## config.mk

```make
export PLATFORM = sky130hd
export DESIGN_NAME = mirror_step_gen
export DESIGN_NICKNAME = d
export VERILOG_FILES = /design/src/rtl/mirror_step_pkg.sv /design/src/rtl/mirror_step_div.sv /design/src/rtl/mirror_step_gen.sv
export SDC_FILE = /design/constraint.sdc
export NUM_CORES = 1
export LEC_CHECK = 0
export ABC_CLOCK_PERIOD_IN_PS = 19250
export BUFFER_PORTS_ARGS = -buffer_cell sky130_fd_sc_hd__buf_2
export CAP_MARGIN = 25
export CORE_ASPECT_RATIO = 0.9
export CORE_UTILIZATION = 50
export DETAILED_ROUTE_END_ITERATION = 12
export GPL_TIMING_DRIVEN = 1
export HOLD_SLACK_MARGIN = 0.06
export PLACE_DENSITY = 0.67
export RECOVER_POWER = 50
export SLEW_MARGIN = 5
export SYNTH_ARGS = -nofsm -noshare
export SYNTH_HDL_FRONTEND = slang
export SYNTH_SLANG_ARGS = --single-unit
export TNS_END_PERCENT = 30
```

## constraint.sdc

```tcl
create_clock -name clk_i -period 19.25 [get_ports clk_i]
set_input_delay 1.925 -clock clk_i [delete_from_list [all_inputs] [get_ports clk_i]]
set_output_delay 1.925 -clock clk_i [all_outputs]
set_load 0.01 [all_outputs]
```

## src/rtl/mirror_step_pkg.sv

```systemverilog
// =============================================================================
// Module : mirror_step_pkg
// Brief  : Shared FSM encoding, divisor constant and saturation helper for the
//          mirror step generator.
// Rev    : 1.0  initial release
// =============================================================================
`default_nettype none

package mirror_step_pkg;

  typedef enum logic [1:0] {
    S_IDLE = 2'd0,
    S_DIV  = 2'd1,
    S_RUN  = 2'd2
  } state_t;

  // Number of step intervals across one full sweep.
  function automatic int div_const(input int points, input int frames);
    return points * frames - 1;
  endfunction

  // True when a zero-extended value does not fit in w bits.
  function automatic logic over_range(input logic [127:0] v, input int w);
    return (v >> w) != 128'd0;
  endfunction

endpackage

`default_nettype wire

```

## src/rtl/mirror_step_div.sv

```systemverilog
// =============================================================================
// Module : mirror_step_div
// Brief  : Radix-2 restoring divider by a constant, one quotient bit per cycle,
//          DATA_W+1 quotient bits, MSB first.
// Rev    : 1.0  initial release
// =============================================================================
`default_nettype none

module mirror_step_div #(
  parameter int DATA_W  = 32,
  parameter int DIVISOR = 1799
) (
  input  logic              clk_i,
  input  logic              nrst_i,
  input  logic              start_i,
  input  logic [DATA_W+1:0] dividend_i,
  output logic              busy_o,
  output logic              done_o,
  output logic [DATA_W-1:0] quotient_o,
  output logic              sat_o
);

  localparam int C_REM_W = $clog2(DIVISOR + 1);
  localparam int C_CNT_W = $clog2(DATA_W + 1);
  localparam logic [C_REM_W-1:0] C_DVS  = C_REM_W'(DIVISOR);
  localparam logic [C_CNT_W-1:0] C_LAST = C_CNT_W'(DATA_W);

  logic [C_REM_W-1:0] r_rem;
  logic [DATA_W:0]    r_quo;
  logic [C_CNT_W-1:0] r_cnt;
  logic               r_busy;

  logic [C_REM_W:0]   w_shift;
  logic               w_ge;
  logic [C_REM_W-1:0] w_diff;
  logic [DATA_W:0]    w_quo_nxt;

  // r_quo doubles as the dividend shift register; quotient bits enter at the LSB.
  assign w_shift   = {r_rem, r_quo[DATA_W]};
  assign w_ge      = w_shift >= {1'b0, C_DVS};
  assign w_diff    = w_shift[C_REM_W-1:0] - C_DVS;
  assign w_quo_nxt = {r_quo[DATA_W-1:0], w_ge};

  always_ff @(posedge clk_i or negedge nrst_i) begin
    if (!nrst_i) begin
      r_rem  <= '0;
      r_quo  <= '0;
      r_cnt  <= '0;
      r_busy <= 1'b0;
    end else if (start_i) begin
      // The dividend's extra top bit (rounding carry) is always below the divisor.
      r_rem  <= C_REM_W'(dividend_i[DATA_W+1]);
      r_quo  <= dividend_i[DATA_W:0];
      r_cnt  <= '0;
      r_busy <= 1'b1;
    end else if (r_busy) begin
      r_rem <= w_ge ? w_diff : w_shift[C_REM_W-1:0];
      r_quo <= w_quo_nxt;
      r_cnt <= r_cnt + 1'b1;
      if (r_cnt == C_LAST) begin
        r_busy <= 1'b0;
      end
    end
  end

  // Result is presented during the final iteration so the caller can capture it at that edge.
  assign busy_o     = r_busy;
  assign done_o     = r_busy & (r_cnt == C_LAST);
  assign quotient_o = w_quo_nxt[DATA_W-1:0];
  assign sat_o      = w_quo_nxt[DATA_W];

endmodule

`default_nettype wire

```

## src/rtl/mirror_step_gen.sv

```systemverilog
// =============================================================================
// Module : mirror_step_gen
// Brief  : Fixed-point mirror step generator: step = 2*thetaM/(P*F-1), then
//          thetaStep_it = it*step with saturation and valid/ready handshakes.
//          Define MIRROR_STEP_ROUND_EN to round the step to nearest.
// Rev    : 1.0  initial release
// =============================================================================
`default_nettype none

module mirror_step_gen
  import mirror_step_pkg::*;
#(
  parameter int DATA_W             = 32,
  parameter int IT_W               = 16,
  parameter int POINTS_PER_LINE_P  = 360,
  parameter int NUMBER_OF_FRAMES_P = 5
) (
  input  logic              clk_i,
  input  logic              nrst_i,
  input  logic              thetaM_valid_i,
  output logic              thetaM_ready_o,
  input  logic [DATA_W-1:0] thetaM_i,
  output logic              step_valid_o,
  output logic [DATA_W-1:0] step_o,
  input  logic              it_valid_i,
  output logic              it_ready_o,
  input  logic [IT_W-1:0]   it_i,
  output logic              thetaStep_it_valid_o,
  input  logic              thetaStep_it_ready_i,
  output logic [DATA_W-1:0] thetaStep_it_o,
  output logic              sat_o
);

  localparam int C_DIV     = div_const(POINTS_PER_LINE_P, NUMBER_OF_FRAMES_P);
  localparam int C_DIVISOR = (C_DIV < 1) ? 1 : C_DIV;
  localparam int C_PROD_W  = IT_W + DATA_W;

  if (POINTS_PER_LINE_P * NUMBER_OF_FRAMES_P < 2) begin : g_bad_div
    $error("mirror_step_gen: POINTS_PER_LINE_P*NUMBER_OF_FRAMES_P must be at least 2");
  end

  state_t              r_state;
  state_t              w_state_nxt;
  logic [DATA_W-1:0]   r_step;
  logic                r_out_valid;
  logic [DATA_W-1:0]   r_out_data;
  logic                r_sat;

  logic                w_theta_acc;
  logic                w_it_acc;
  logic [DATA_W+1:0]   w_dividend;
  logic                w_div_busy;
  logic                w_div_done;
  logic                w_div_sat;
  logic [DATA_W-1:0]   w_div_quo;
  logic [C_PROD_W-1:0] w_prod;
  logic                w_prod_sat;

  // A pending result blocks new amplitudes so the step cannot change under it.
  assign thetaM_ready_o = nrst_i & ((r_state == S_IDLE) | (r_state == S_RUN)) & ~r_out_valid;
  assign it_ready_o     = (r_state == S_RUN) & (~r_out_valid | thetaStep_it_ready_i);
  assign w_theta_acc    = thetaM_valid_i & thetaM_ready_o;
  assign w_it_acc       = it_valid_i & it_ready_o;

`ifdef MIRROR_STEP_ROUND_EN
  assign w_dividend = {1'b0, thetaM_i, 1'b0} + (DATA_W + 2)'(C_DIVISOR / 2);
`else
  assign w_dividend = {1'b0, thetaM_i, 1'b0};
`endif

  mirror_step_div #(
    .DATA_W  (DATA_W),
    .DIVISOR (C_DIVISOR)
  ) u_div (
    .clk_i      (clk_i),
    .nrst_i     (nrst_i),
    .start_i    (w_theta_acc),
    .dividend_i (w_dividend),
    .busy_o     (w_div_busy),
    .done_o     (w_div_done),
    .quotient_o (w_div_quo),
    .sat_o      (w_div_sat)
  );

  always_comb begin
    w_state_nxt = r_state;
    case (r_state)
      S_IDLE: if (w_theta_acc) w_state_nxt = S_DIV;
      S_DIV: begin
        if (w_div_done) begin
          w_state_nxt = S_RUN;
        end else if (!w_div_busy) begin
          w_state_nxt = S_IDLE;
        end
      end
      S_RUN:  if (w_theta_acc) w_state_nxt = S_DIV;
      default: w_state_nxt = S_IDLE;
    endcase
  end

  always_ff @(posedge clk_i or negedge nrst_i) begin
    if (!nrst_i) begin
      r_state <= S_IDLE;
      r_step  <= '0;
    end else begin
      r_state <= w_state_nxt;
      if ((r_state == S_DIV) && w_div_done) begin
        r_step <= w_div_sat ? '1 : w_div_quo;
      end
    end
  end

  assign w_prod     = C_PROD_W'(it_i) * C_PROD_W'(r_step);
  assign w_prod_sat = over_range(128'(w_prod), DATA_W);

  always_ff @(posedge clk_i or negedge nrst_i) begin
    if (!nrst_i) begin
      r_out_valid <= 1'b0;
      r_out_data  <= '0;
      r_sat       <= 1'b0;
    end else if (w_it_acc) begin
      r_out_valid <= 1'b1;
      r_out_data  <= w_prod_sat ? '1 : w_prod[DATA_W-1:0];
      r_sat       <= w_prod_sat;
    end else if (thetaStep_it_ready_i) begin
      r_out_valid <= 1'b0;
    end
  end

  assign step_valid_o         = (r_state == S_RUN);
  assign step_o               = r_step;
  assign thetaStep_it_valid_o = r_out_valid;
  assign thetaStep_it_o       = r_out_data;
  assign sat_o                = r_sat;

endmodule

`default_nettype wire

```

Word level (Yosys, flattened, before mapping)
Index checks and enable logic that the tools add are counted.

operators by class
  mux-type cells = 18
  magnitude comparators = 1
  add/subtract/negate cells = 2
  reduce and logical (&&, ||, !) cells = 7
  multiply operators = 1
  eq/ne operators = 5
  bitwise logic cells = 9

operator list
  operator                                                                 count
  128-bit nonzero test                                                     1
  33-bit two-way mux                                                       2
  32-bit two-way mux                                                       2
  16-bit by 32-bit multiplier with 48-bit output                           1
  11-bit two-way mux                                                       3
  12-bit by 11-bit >= comparator with 1-bit output, second input constant  1
  6-bit two-way mux                                                        2
  11-bit subtractor, second input constant                                 1
  6-bit by 1-bit adder with 6-bit output, second input constant            1
  1-bit bitwise AND                                                        6
  6-bit == test, second input constant                                     1
  2-bit two-way mux                                                        3
  1-bit two-way mux                                                        5
  2-bit one-hot mux with 2 select lines                                    1
  2-bit nonzero test                                                       2
  3-bit inequality test, second input constant                             1
  2-bit by 1-bit == test with 1-bit output, second input constant          1
  2-bit == test, second input constant                                     1
  2-bit logical NOT                                                        1
  2-bit by 1-bit inequality test with 1-bit output, second input constant  1
  1-bit OR                                                                 2
  2-bit AND reduction                                                      1
  2-bit OR reduction                                                       1
  1-bit logical AND                                                        1
  1-bit inverter                                                           1

storage, ports and cells
  bits in registers = 119
  output and inout bits = 69

Logic depth before layout (Yosys ltp)
  depth in word-level cells = 7
  gate-level depth with buffers = 26
  mapped depth without buffers = 23

By module
From an unflattened synthesis, not the netlist that was laid out.

unflattened totals
  cells, all modules = 2573
  area total of the unflattened synthesis = 22567.9 sq um

modules (own cells, without submodules)
  module           cells each  area each (sq um)  instances
  mirror_step_gen  2279        19736.4            1
  mirror_step_div  294         2831.5             1

Least setup slack after synthesis
Ideal clock, no wire load.

  kind = input-to-reg
  start = input it_i[7]
  end = register r_out_data[20], in the netlist thetaStep_it_o[20]
  path buffers = 3
  path slack = 10.771 ns
  stages = 25
  arrival time = 8.342 ns
  setup time = 0.137 ns
  data required time = 19.113 ns
  path through = clkbuf_1 > nand2_1 > fa_1 > inv_1 > fa_1 > inv_1 > fa_1 > inv_1 > fa_1 > fa_1 > inv_1 > fa_1 > inv_1 > ha_1 > buf_2 > nand4_1 > or3_1 > a211o_1 > nand3_2 > a21oi_2 > mux2_1 > or4_4 > nor4_4 > buf_6 > a31oi_2

between the ends
  word-level cells in the longest chain between the ends = 3

ends and longest elaborated chain
  what                                              line                    text
  start: declaration                                mirror_step_gen.sv:27   input logic [IT_W-1:0] it_i,
  16-bit by 32-bit multiplier with 48-bit output *  mirror_step_gen.sv:113  assign w_prod = C_PROD_W'(it_i) * C_PROD_W'(r_step);
  128-bit nonzero test                              mirror_step_pkg.sv:24   return (v >> w) != 128'd0;
  32-bit two-way mux *                              mirror_step_gen.sv:123  r_out_data <= w_prod_sat ? '1 : w_prod[DATA_W-1:0];
  end signal: assignment                            mirror_step_gen.sv:123
  end: declaration                                  mirror_step_gen.sv:46   logic [DATA_W-1:0] r_out_data;

Mark *: on every way between the ends. The rest lies on a longest branch, timed or not.
A chain may end at the register's enable or synchronous reset.

Final worst setup path
  start = input it_i[10]
  end = register r_out_data[1], in the netlist thetaStep_it_o[1]

between the ends
  word-level cells in the longest chain between the ends = 3

ends and longest elaborated chain
  what                                            line
  16-bit by 32-bit multiplier with 48-bit output  mirror_step_gen.sv:113
  128-bit nonzero test                            mirror_step_pkg.sv:24
  32-bit two-way mux                              mirror_step_gen.sv:123

No other way between the ends.

==> metrics.md <==
| Metric | Value |
|---|---|
| Status | `complete, but fails checks` |
| Failing checks | `capacitance limit, slew limit` |
| Routed WL | `57100 um` |
| Worst slew margin | `-144%` |
| Vias in the first global route | `17800` |
| Port Buf Inserts | `121` |
| Final setup viols | `0` |
| Post-DRT Antenna Nets | `0` |
| DR vias | `16900` |
| Setup TNS | `0 ns` |
| Most frequent cells in the layout | `inv_1, fa_1, nand2_1` |
| Antenna violations before repair | `1` |
| Final estimated routing congestion in global placement | `0.914` |
| Htree depth | `4` |
| Core Box Area | `43200 um^2` |
| Type of the most critical hold path | `register to register` |
| PostCTS Resize Cnt | `0` |
| CP Launch Type | `input port` |
| Synth Flop Type | `dfrtp_1` |
| Wire per inst | `18.8 um` |
| Postcts setup bufs | `0` |
| Root buffer cell | `clkbuf_16` |
| Die Wd | `223 um` |
| Initial core utilization | `51.0%` |
| Post-layout nets | `3068` |
| Vias/cell | `5.55` |
| Worst setup path class | `input port to register` |
| Hpwl dp | `43400 um` |
| Clk slew on worst S/H paths | `0.06 ns` |
| Critical Path RT | `19.52 ns` |
| Layout filler cell count | `3913` |
| # rows | `72` |
| # hold bufs at CTS | `0` |
| CTS Sinks | `119` |
| Number of synthesis warnings | `0` |
| Total iterations of the first detailed-routing run | `5` |
| I/O pin total | `122` |
| Final Core Density | `54.2%` |
| Max-Cap Viols | `4` |
| CP max FO | `33` |
| Least-Margin Pin Slew | `3.66 ns` |
| Final hold vios | `0` |
| Count of cell types in the netlist | `73` |
| Register bit total from synthesis | `119` |
| DRC violations left | `0` |
| Area delta synth->final | `6.37%` |
| Max Slew Vio Count | `183` |
| DR iter-0 viols | `882` |
| Die area | `44800 um^2` |
| CP arrival | `9.58 ns` |
| Multi-input logic area | `16800 um^2` |
| CTS Buf Count | `17` |
| Critical Path End Type | `register` |
| R2r setup slk | `11.06 ns` |
| GRT Total Usage | `26.8%` |
| Skew-Pair Late Insertion Delay | `0.45 ns` |
| Post-route minimum period | `9.31 ns` |
| CTS max path bufs | `2` |
| Register Area | `2980 um^2` |
| Vertical die dimension | `201 um` |
| Clk_skew | `0.0148 ns` |
| Post-Syn Nets | `3058` |
| First-pass GRT wire length | `94500 um` |
| Pin count of the biggest net entering global routing | `86` |
| CTS tree | `yes` |
| Mapped cell area | `22000 um^2` |
| Gate Count Post-Synth | `2464` |
| Post-synth EDFFs | `0` |
| RSZ-0062 raised after global routing | `false` |
| Total grt overflow | `0` |
| Final worst path period share | `48.4%` |
| Ys async rst share | `100%` |
| Layout cells sized above 1 | `8.04%` |
| Most common cell after layout, fill and taps aside | `inv_1` |
| Post-synthesis sequential area ratio | `13.5%` |
| Syn Area/Cell | `8.93 um^2` |
| F_max | `107 MHz` |
final cells by class:
type | instances | share of cell area [%]
Inverter | 442 | 7.09
Clock inverter | 15 | 0.770
Multi-Input combinational cell | 1763 | 71.8
Sequential cell | 119 | 12.7
Tap cell | 555 | 2.97
Timing Repair Buffer | 131 | 2.83
Clock buffer | 17 | 1.82
Antenna cell | 1 | 0.0107
metrics by stage:
stage          instances  hold slack (ns)  worst slack, ns  instance area, um^2
3_3_place_gp        3009            0.518             9.59                22800
6_report            3043            0.532             9.94                23400
3_5_place_dp        3009            0.531             9.57                22800
5_1_grt             3042            0.565             9.50                23400
2_1_floorplan       2464            0.497            10.77                22000
4_1_cts             3041            0.538            10.02                23400
worst max-delay path, cell delays in order:
cell and delay (ns):
buf_2 0.59, nand2_1 0.17, fa_1 0.56, inv_1 0.05
fa_1 0.59, fa_1 0.45, fa_1 0.46, fa_1 0.49
inv_1 0.05, fa_1 0.47, inv_1 0.04, ha_1 0.38
nand2_1 0.21, or4_1 0.59, a211oi_1 0.65, o21ai_0 0.28
xnor2_1 0.19, or4_4 0.50, nor4_4 0.25, buf_4 0.48
a31oi_1 0.16
synth_stat cells (5+ instances only):
library cell	number	share of area, %
mux2i_1	40	1.8
nand2_1	349	6.0
dfrtp_1	119	14
nor3_1	15	0.34
a211oi_1	11	0.38
a21o_1	16	0.55
nor2_1	145	2.5
a31oi_2	29	1.6
a221oi_1	5	0.20
o211ai_1	7	0.24
a21oi_1	91	2.1
fa_1	418	38
clkbuf_1	122	2.1
o21ai_0	57	1.3
xor2_1	25	1.0
or3_1	5	0.14
o21bai_1	5	0.17
inv_1	442	7.5
o21a_1	7	0.24
or4_1	6	0.20
buf_2	10	0.23
ha_1	123	7.0
and2_1	264	7.5
a31oi_1	9	0.26
nand3_1	23	0.52
xnor2_1	21	0.84
nand4_1	17	0.48
registers in the layout, indices dropped and copies added (netlist names):
signal and flops:
r_state 2, sat_o 1, step_o 32, thetaStep_it_o 32, thetaStep_it_valid_o 1, u_div.busy_o 1, u_div.r_cnt 6, u_div.r_quo 33
u_div.r_rem 11
worst paths after layout:
kind	cells after the start	end	startpoint
worst max-delay path	21	thetaStep_it_o[1]$_DFFE_PN0P_	it_i[10]
worst min-delay path	2	u_div.r_rem[10]$_DFFE_PN0P_	u_div.r_rem[10]$_DFFE_PN0P_
worst max register to register	20	thetaStep_it_o[1]$_DFFE_PN0P_	step_o[19]$_DFFE_PN0P_
worst min register to register	2	u_div.r_rem[10]$_DFFE_PN0P_	u_div.r_rem[10]$_DFFE_PN0P_
max in group asynchronous	3	u_div.busy_o$_DFF_PN0_	nrst_i
min in group asynchronous	1	step_o[6]$_DFFE_PN0P_	nrst_i
routing by layer:
layer,vias to the layer above,GRT usage [%],part of all wire [%]
met2,498,45.1,50
met4,0,9.98,3.3
met5,-,0,0
li1,7594,-,-
met1,8693,35.9,42
met3,114,3.00,4.7
kinds of logic after synthesis:
logic type | synth area share, %
compound gates | 8.87
xor+xnor | 1.83
fa+ha+maj | 45.0
buf+inv | 10.1
flops | 13.5
mux | 1.97
simple gates | 18.6
Power is left out: the tool's default activity adds up to more than one toggle a clock period on the data nets, which glitch-free logic cannot reach.
